## config.mk

```make
export PLATFORM = sky130hd
export DESIGN_NAME = sopc_nios_processor_oci_dct_packer
export DESIGN_NICKNAME = d
export VERILOG_FILES = /design/src/rtl/sopc_nios_processor_oci_dct_pkg.sv /design/src/rtl/sopc_nios_processor_oci_dct_hold.sv /design/src/rtl/sopc_nios_processor_oci_dct_packer.sv
export SDC_FILE = /design/constraint.sdc
export NUM_CORES = 1
export LEC_CHECK = 0
export BUFFER_PORTS_ARGS = -buffer_cell sky130_fd_sc_hd__buf_2
export CORE_ASPECT_RATIO = 1.4
export CORE_UTILIZATION = 47
export DETAILED_ROUTE_END_ITERATION = 10
export GPL_TIMING_DRIVEN = 1
export PLACE_DENSITY = 0.82
export SLEW_MARGIN = 5
export SYNTH_ARGS = -nofsm -noshare
export SYNTH_HDL_FRONTEND = slang
export SYNTH_SLANG_ARGS = --single-unit
export TNS_END_PERCENT = 10
```

## constraint.sdc

```tcl
create_clock -name clk -period 1.7 [get_ports clk]
set_input_delay 0.255 -clock clk [delete_from_list [all_inputs] [get_ports clk]]
set_output_delay 0.255 -clock clk [all_outputs]
set_load 0.005 [all_outputs]
```

## src/rtl/sopc_nios_processor_oci_dct_pkg.sv

```systemverilog
// Shared constants and encodings for the OCI DCT packer.
// The frame layout is {count, buffer}, with count in the top bits.
package sopc_nios_processor_oci_dct_pkg;

  localparam int unsigned CODE_W  = 2;
  localparam int unsigned DEPTH   = 15;
  localparam int unsigned BUF_W   = CODE_W * DEPTH;
  localparam int unsigned CNT_W   = 4;
  localparam int unsigned FRAME_W = CNT_W + BUF_W;

  localparam int unsigned FRAME_CNT_LSB = BUF_W;
  localparam int unsigned FRAME_CNT_MSB = FRAME_W - 1;

  localparam logic [CNT_W-1:0] CountFull = CNT_W'(DEPTH);

  typedef enum logic [CODE_W-1:0] {
    DctNotTaken  = 2'b00,
    DctTaken     = 2'b01,
    DctException = 2'b10,
    DctReserved  = 2'b11
  } dct_code_e;

endpackage

```

## src/rtl/sopc_nios_processor_oci_dct_hold.sv

```systemverilog
// One-deep valid/ready frame register. The data is held stable while the
// register is occupied and the downstream side is not ready.
module sopc_nios_processor_oci_dct_hold
  import sopc_nios_processor_oci_dct_pkg::*;
(
  input  logic               clk,
  input  logic               reset_n,
  input  logic               load,
  input  logic [FRAME_W-1:0] load_data,
  input  logic               ready,
  output logic               free,
  output logic               valid,
  output logic [FRAME_W-1:0] data
);

  logic               valid_q, valid_d;
  logic [FRAME_W-1:0] data_q, data_d;

  // Free when empty or when the current frame leaves on this edge.
  assign free = ~valid_q | ready;

  always_comb begin
    valid_d = valid_q;
    data_d  = data_q;
    if (load) begin
      valid_d = 1'b1;
      data_d  = load_data;
    end else if (valid_q && ready) begin
      valid_d = 1'b0;
    end
  end

  always_ff @(posedge clk or negedge reset_n) begin
    if (!reset_n) begin
      valid_q <= 1'b0;
      data_q  <= '0;
    end else begin
      valid_q <= valid_d;
      data_q  <= data_d;
    end
  end

  assign valid = valid_q;
  assign data  = data_q;

endmodule

```

## src/rtl/sopc_nios_processor_oci_dct_packer.sv

```systemverilog
// Packs 2-bit DCT branch codes into a 30-bit shift buffer and closes full or
// flushed buffers into a one-deep hold register offered downstream.
module sopc_nios_processor_oci_dct_packer
  import sopc_nios_processor_oci_dct_pkg::*;
(
  input  logic               clk,
  input  logic               reset_n,
  input  logic               trc_on,
  input  logic               dct_valid,
  input  logic [CODE_W-1:0]  dct_code,
  input  logic               flush,
  output logic [BUF_W-1:0]   dct_buffer,
  output logic [CNT_W-1:0]   dct_count,
  output logic               frame_valid,
  input  logic               frame_ready,
  output logic [FRAME_W-1:0] frame_data,
  output logic               overflow,
  input  logic               ovf_clr
);

  logic [BUF_W-1:0] buf_q, buf_d;
  logic [CNT_W-1:0] count_q, count_d;
  logic             flush_pending_q, flush_pending_d;
  logic             overflow_q, overflow_d;

  logic accept, full, close, hold_free, load, drop;

  assign accept = trc_on & dct_valid;
  assign full   = (count_q == CountFull);
  assign close  = full | (flush_pending_q & (count_q != '0));
  assign load   = close & hold_free;

  always_comb begin
    buf_d   = buf_q;
    count_d = count_q;
    drop    = 1'b0;
    if (load) begin
      // Packer restarts; a code arriving on the close cycle opens the next frame.
      buf_d   = accept ? {{(BUF_W - CODE_W){1'b0}}, dct_code} : '0;
      count_d = accept ? CNT_W'(1) : '0;
    end else if (accept) begin
      if (full) begin
        drop = 1'b1;
      end else begin
        buf_d   = {buf_q[BUF_W-CODE_W-1:0], dct_code};
        count_d = count_q + CNT_W'(1);
      end
    end
  end

  // A flush on an empty packer with no incoming code is a no-op.
  always_comb begin
    if (load) begin
      flush_pending_d = flush & accept;
    end else begin
      flush_pending_d = flush_pending_q | (flush & ((count_q != '0) | accept));
    end
  end

  assign overflow_d = drop | (overflow_q & ~ovf_clr);

  always_ff @(posedge clk or negedge reset_n) begin
    if (!reset_n) begin
      buf_q           <= '0;
      count_q         <= '0;
      flush_pending_q <= 1'b0;
      overflow_q      <= 1'b0;
    end else begin
      buf_q           <= buf_d;
      count_q         <= count_d;
      flush_pending_q <= flush_pending_d;
      overflow_q      <= overflow_d;
    end
  end

  sopc_nios_processor_oci_dct_hold u_hold (
    .clk       (clk),
    .reset_n   (reset_n),
    .load      (load),
    .load_data ({count_q, buf_q}),
    .ready     (frame_ready),
    .free      (hold_free),
    .valid     (frame_valid),
    .data      (frame_data)
  );

  assign dct_buffer = buf_q;
  assign dct_count  = count_q;
  assign overflow   = overflow_q;

endmodule

```

==> results.md, run 1 <==
* Global-route wire length before repair at 9.75 mm
* Number of global-route vias before repair at between 2000 and 2500
* Initial antenna violation count at 0
* Floorplan die height at approximately 95 um
* Initial cell density of the core at 49.2%
* Final core occ at around two thirds
* Fraction of final layout cells sized beyond drive strength 1 at ~46%
* YS warnings at 0
* Largest cells by area after synthesis: dfrtp_1 61%, mux2_2 12%, nand2_1 8.4%
* Synthesized Nets at 265
* Post-Syn Instances at around 250
* Area leader, netlist: dfrtp_1
* Final WL at approximately 6.3 mm
* Cts bufs inserted at 9
* Reg area at ~0.0018 mm2
* CP startpoint kind: register
* Placer Congestion at a little over 0.8
* Setup violators final at 27
* Endpoints failing hold at 0
* Critical path type: register to register
* Pwr per Cell Area at about 1500 mW/mm2
* RSZ-0062 raised after global routing: true
* Port bufs at 78
* Clock Latency Late Sink at 0.35 ns
* Clock Power Share at a little under a quarter
* H-tree Lvls at 3
* Syn avg cell area at roughly 11 um2
* Most frequent cell after synthesis: dfrtp_1
* Final period utilization at 102%
* Violated checks: negative setup slack
* Largest net degree at the start of global routing at between 70 and 80
* Number of DRC markers in iteration 0 at around 170
* Synth Flop Type: dfrtp_1
* Post-route ant nets at 0
* Longest Clk Path Bufs at 2
* Synth cell count leaders: 71 x dfrtp_1, 65 x nand2_1, 33 x a21oi_1
* Full die area at 0.00650 mm2
* Synth async-reset ratio at 100%
* Area of the multi-input gates at 0.00112 mm2
* Hold path cells at 2
* Fmax at 578 MHz
* GR Overflow Total at 0
* Die W at 68.4 um
* CTS tree: done
* Clk_skew at approximately 0.011 ns
* Vias/cell at approximately 5.2
* Worst reg2reg path depth at 8
* HPWL Detailed at ~3.8 mm
* Nets at 370
* Max Fanout on Critical Path at 13
* ANT cells at 0
* Seq/Total Area, Yosys at roughly three fifths
* Final setup margin at -0.0296 ns
* NetSw at between 1.5 and 2 mW
* Switching share of power at roughly a third
* Hold_ws at ~0.081 ns
* DRC Markers at 0
* Slew HR at 69.3%
* P&R area growth vs syn at 35.1%
* Worst-margin pin slew at 0.459 ns
* Sum Neg Setup Slack at -0.448 ns
* Static leakage power at approximately 2.0 nW
* Int Power at roughly 4.0 mW
* Post-Syn Area at 0.00290 mm2
* CP endpoint kind: register
* Post-layout min period at around 1.7 ns
* Core Area at roughly 0.0059 mm2
* Outcome: finished, violations left
* EDFF count, synth at 0
* Total number of clock tree sinks at 71
* Worst EP required at about 1.9 ns
* Synth top area share at around 61%
* Seq cells post-synth at 71
* Logic pwr share at 39.3%
* Fill cell count at 443
* Wirelength per Cell at approximately 14 um
* Maxcap violations at 0
* CTS clk-pin slew, worst paths at about 0.080 ns
* Part of the power in registers at 38.1%
* GRT Overall Usage at 20.6%
* CP arrival at slightly below 2 ns
* Synth cell types at 30
* Clk root buf: clkbuf_8
* Total number of vias at roughly 2200
* Worst Hold Class: input port to register
* Max-slew violation count at 0
* Dpl ws at -0.0652 ns
* Peak VDD IR at 763 uV
* IO Pins at slightly below 80
* DRT Pass-1 Iters at 4
* Rows at 33
cell families (layout without fill, tap and decap cells):
kind of cell	after synthesis	after routing	share of synthesized area, %
AND/OR/NAND/NOR	84	84	12.7
flip-flops	71	71	61.2
AO/OA/AOI/OAI	45	45	8.41
multiplexers	34	34	13.1
buffers and inverters	18	128	3.71
adder cells (fa/ha/maj)	2	2	0.862
worst max-delay path, stage by stage, from the launching register on:
cell,delay [ns]
dfrtp_1,0.41
inv_1,0.06
ha_2,0.18
nand2b_4,0.08
a21oi_4,0.06
nor3_4,0.18
buf_4,0.16
buf_12,0.14
mux2_2,0.34
final timing paths:
kind	from	endpoint	slack, ns
worst min register to register	u_hold.data[30]$_DFFE_PN0P_	u_hold.data[30]$_DFFE_PN0P_	0.50
max in group asynchronous	reset_n	u_hold.data[9]$_DFFE_PN0P_	0.94
worst max-delay path	dct_count[1]$_DFFE_PN0P_	u_hold.data[5]$_DFFE_PN0P_	-0.03
worst min-delay path	ovf_clr	overflow$_DFF_PN0_	0.08
worst max register to register	dct_count[1]$_DFFE_PN0P_	u_hold.data[5]$_DFFE_PN0P_	-0.03
min in group asynchronous	reset_n	u_hold.data[31]$_DFFE_PN0P_	0.46
per-layer routing:
metal / vias up / track usage (%) / share of wire [%]
met2: 66 / 32.6 / 50
met4: 0 / 8.16 / 2.1
met3: 12 / 5.92 / 4.9
met5: - / 0 / 0
li1: 1070 / - / -
met1: 1098 / 26.1 / 43
state kept, by name (all words and copies together) (netlist names):
signal           cells
dct_buffer          30
overflow             1
dct_count            4
flush_pending_q      1
u_hold.data         34
u_hold.valid         1
power by group through the flow:
stage / registers [mW] / clock network [mW] / logic, mW
floorplan: 2.30 / 0 / 1.03
CTS: 2.26 / 1.38 / 2.15
finish: 2.26 / 1.34 / 2.33
global placement: 2.26 / 0 / 1.74
detailed placement: 2.28 / 0 / 1.78
global route: 2.32 / 1.46 / 2.52
what timing repair did:
action	CTS	global route
pin swaps	3	0
gates cloned	2	1
setup endpoints to repair	33	45
endpoints found under the hold margin	71	0
resized for setup	7	21
buffers inserted	6	2
hold buffers	1	0
per-stage QoR:
| step | cell area (um2) | total power [mW] | cells |
|---|---|---|---|
| finish | 3920 | 5.94 | 434 |
| global route | 3920 | 6.30 | 434 |
| CTS | 3800 | 5.80 | 431 |
| global placement | 3480 | 4.00 | 406 |
| floorplan | 2910 | 3.33 | 254 |
| detailed placement | 3480 | 4.06 | 406 |
layout make-up:
class / instances / area share [%]
sequential: 71 / 45.3
timing repair buffer: 107 / 18.4
clock buffer: 11 / 3.60
inverter: 5 / 0.478
multi-input combinational: 165 / 28.5
tap: 70 / 2.23
clock inverter: 5 / 1.44
layout by cell type (no fill, tap or decap), drive strengths merged:
| cell type | netlist | layout |
|---|---|---|
| o21ai | 6 | 6 |
| dfrtp | 71 | 71 |
| o211ai | 1 | 1 |
| a22oi | 2 | 2 |
| bufinv | 0 | 1 |
| nand2b | 2 | 2 |
| clkbuf | 2 | 12 |
| nor2 | 5 | 5 |
| nand4 | 1 | 1 |
| and2 | 1 | 1 |
| a211oi | 1 | 1 |
| and4b | 1 | 1 |
| and3 | 1 | 1 |
| nand3b | 1 | 1 |
| nand2 | 65 | 65 |
| clkinv | 0 | 2 |
| nor2b | 2 | 2 |
| mux2 | 33 | 33 |
| ha | 2 | 2 |
| a221o | 1 | 1 |
| nor3 | 4 | 4 |
| buf | 11 | 105 |
| inv | 5 | 6 |
| mux2i | 1 | 1 |
| clkinvlp | 0 | 1 |
| a21oi | 34 | 34 |
| dlygate4sd3 | 0 | 1 |
| nand3 | 1 | 1 |
(Power assumes the default switching activity.)
==> run 2: changes to the inputs <==
--- a/config.mk
+++ b/config.mk
@@ -11,6 +11,7 @@
 export DETAILED_ROUTE_END_ITERATION = 10
 export GPL_TIMING_DRIVEN = 1
 export PLACE_DENSITY = 0.82
+export SKIP_LAST_GASP = 1
 export SLEW_MARGIN = 5
 export SYNTH_ARGS = -nofsm -noshare
 export SYNTH_HDL_FRONTEND = slang
==> run 2 against run 1 <==
  * The run still ends with negative setup slack left
  * Fmax fell by 0.16%
  * Global-route usage did not move
  * Non-clock buffer count did not move
  * Largest cell class unchanged
==> results.md, run 2 (synthesis gave the netlist of run 1 again) <==
* DRT Pass-1 Iters at 4 (unchanged)
* Pwr per Cell Area at 1520 mW/mm2 (was 1510 mW/mm2)
* Port bufs at 78 (unchanged)
* Endpoints failing hold at 0 (unchanged)
* Core Area at 0.00590 mm2 (unchanged)
* Fmax at 577 MHz (was 578 MHz)
* Global-route wire length before repair at 9.75 mm (unchanged)
* ANT cells at 0 (unchanged)
* Post-layout min period at 1.73 ns (about the same)
* CTS clk-pin slew, worst paths at 0.08 ns (about the same)
* Max-slew violation count at 0 (unchanged)
* Nets at 370 (unchanged)
* GR Overflow Total at 0 (unchanged)
* Max reg flops at 34 (unchanged)
* IO Pins at 79 (unchanged)
* Largest net degree at the start of global routing at 72 (unchanged)
* Clk_skew at 0.0111 ns (was 0.0108 ns)
* Cts bufs inserted at 9 (unchanged)
* RSZ-0062 raised after global routing: true (unchanged)
* Vias/cell at 5.15 (was 5.18)
* Post-route ant nets at 0 (unchanged)
* Wirelength per Cell at 14.0 um (was 14.4 um)
* Worst-margin pin slew at 0.460 ns (was 0.459 ns)
* Internal reg-to-reg setup slack at -0.03 ns (about the same)
* Peak VDD IR at 751 uV (was 763 uV)
* Total number of clock tree sinks at 71 (unchanged)
* Commonest non-fill, non-tap cells in the layout: 78 x buf_2, 70 x dfrtp_1, 65 x nand2_1 (unchanged)
* Fill cell count at 460 (was 443)
* Number of DRC markers in iteration 0 at 174 (was 168)
* Setup violators final at 32 (was 27)
* Rows at 33 (unchanged)
* Clk root buf: clkbuf_8 (unchanged)
* DRC Markers at 0 (unchanged)
* Design Area, Final at 0.00385 mm2 (was 0.00392 mm2)
* Placer Congestion at 0.815 (unchanged)
* Initial antenna violation count at 0 (unchanged)
* GRT Overall Usage at 20.6% (unchanged)
* Max Fanout on Critical Path at 13 (unchanged)
* Maxcap violations at 0 (unchanged)
* Floorplan die height at 95.0 um (unchanged)
* Final period utilization at 102% (about the same)
* Most common cell after layout, fill and taps aside: buf_2 (unchanged)
* Slew HR at 69.2% (was 69.3%)
* Total number of vias at 2236 (was 2246)
* Dpl cells at 406 (unchanged)
* Die W at 68.4 um (unchanged)
* CP endpoint kind: register (unchanged)
* P&R area growth vs syn at 32.5% (was 35.1%)
* H-tree Lvls at 3 (unchanged)
* Fraction of final layout cells sized beyond drive strength 1 at 44.0% (was 45.9%)
* CP arrival at 1.96 ns (about the same)
* Clock Latency Late Sink at 0.35 ns (about the same)
* CTS tree: done (unchanged)
* Number of global-route vias before repair at 2098 (unchanged)
* Full die area at 0.00650 mm2 (unchanged)
* Post-DP Area at 0.00348 mm2 (unchanged)
* Worst Hold Class: input port to register (unchanged)
* Worst EP required at 1.93 ns (about the same)
* Longest Clk Path Bufs at 2 (unchanged)
* Dpl ws at -0.0652 ns (unchanged)
* Final setup margin at -0.0324 ns (was -0.0296 ns)
* Hold_ws at 0.0803 ns (was 0.0806 ns)
* Outcome: finished, violations left (unchanged)
* Initial cell density of the core at 49.2% (unchanged)
* HPWL Detailed at 3.80 mm (unchanged)
* CP startpoint kind: register (unchanged)
* Critical path type: register to register (unchanged)
* Sum Neg Setup Slack at -0.687 ns (was -0.448 ns)
* Fin cells at 434 (unchanged)
* Violated checks: negative setup slack (unchanged)
* Final WL at 6.09 mm (was 6.27 mm)
* Reg area at 0.00178 mm2 (unchanged)
* Area of the multi-input gates at 0.00104 mm2 (was 0.00112 mm2)
* Static leakage power at 2.03 nW (was 2.05 nW)
[run 2: cell counts in the layout (fill, tap and decap cells not counted)]
No cell type changed its count.
[run 2: what timing repair did]
item	CTS	global route
hold buffers	1	0
pin swaps	3	0
resized for setup	6	2
gates cloned	2	1
endpoints found under the hold margin	71	0
buffers inserted	6	2
setup endpoints to repair	33	45
[run 2: critical path, stage by stage, from the launching register on]
cell and delay (ns):
dfrtp_1 0.41, inv_1 0.06, ha_2 0.18, nand2b_4 0.08, a21oi_4 0.06, nor3_4 0.18
buf_4 0.16, buf_12 0.14, mux2_2 0.34
[run 2: worst paths after layout]
path,from,to,cells after the start
worst max-delay path,dct_count[1]$_DFFE_PN0P_,u_hold.data[5]$_DFFE_PN0P_,8
worst min-delay path,ovf_clr,overflow$_DFF_PN0_,2
worst max register to register,dct_count[1]$_DFFE_PN0P_,u_hold.data[5]$_DFFE_PN0P_,8
worst min register to register,u_hold.data[31]$_DFFE_PN0P_,u_hold.data[31]$_DFFE_PN0P_,1
max in group asynchronous,reset_n,u_hold.data[2]$_DFFE_PN0P_,3
min in group asynchronous,reset_n,u_hold.data[31]$_DFFE_PN0P_,3
[run 2: area by class of cell]
cell class | count | area share, %
repair buffers | 107 | 18.8
clock buffers | 11 | 3.67
well taps | 70 | 2.28
multi-input cells | 165 | 27.1
inverters | 5 | 0.488
flip-flops and latches | 71 | 46.2
clock inverters | 5 | 1.46
[run 2: metrics by stage]
| step | total power [mW] | utilization [%] |
|---|---|---|
| after floorplan | 3.33 | - |
| after global placement | 4.00 | 58.9 |
| after detailed placement | 4.06 | 58.9 |
| after CTS | 5.79 | 64.4 |
| after global routing | 6.22 | 65.2 |
| final | 5.84 | 65.2 |
[run 2: layer usage]
metal,global-route usage (%),wire length [um]
met5,0,0
met4,8.16,85
met3,5.92,308
met2,32.6,3130
met1,26.1,2570
[run 2: power breakdown]
group | switching (mW) | internal (mW) | leakage, nW
registers | 0.252 | 2.01 | 0.971
logic | 0.962 | 1.28 | 0.957
clock network | 0.624 | 0.718 | 0.0997
total | 1.84 | 4.01 | 2.03
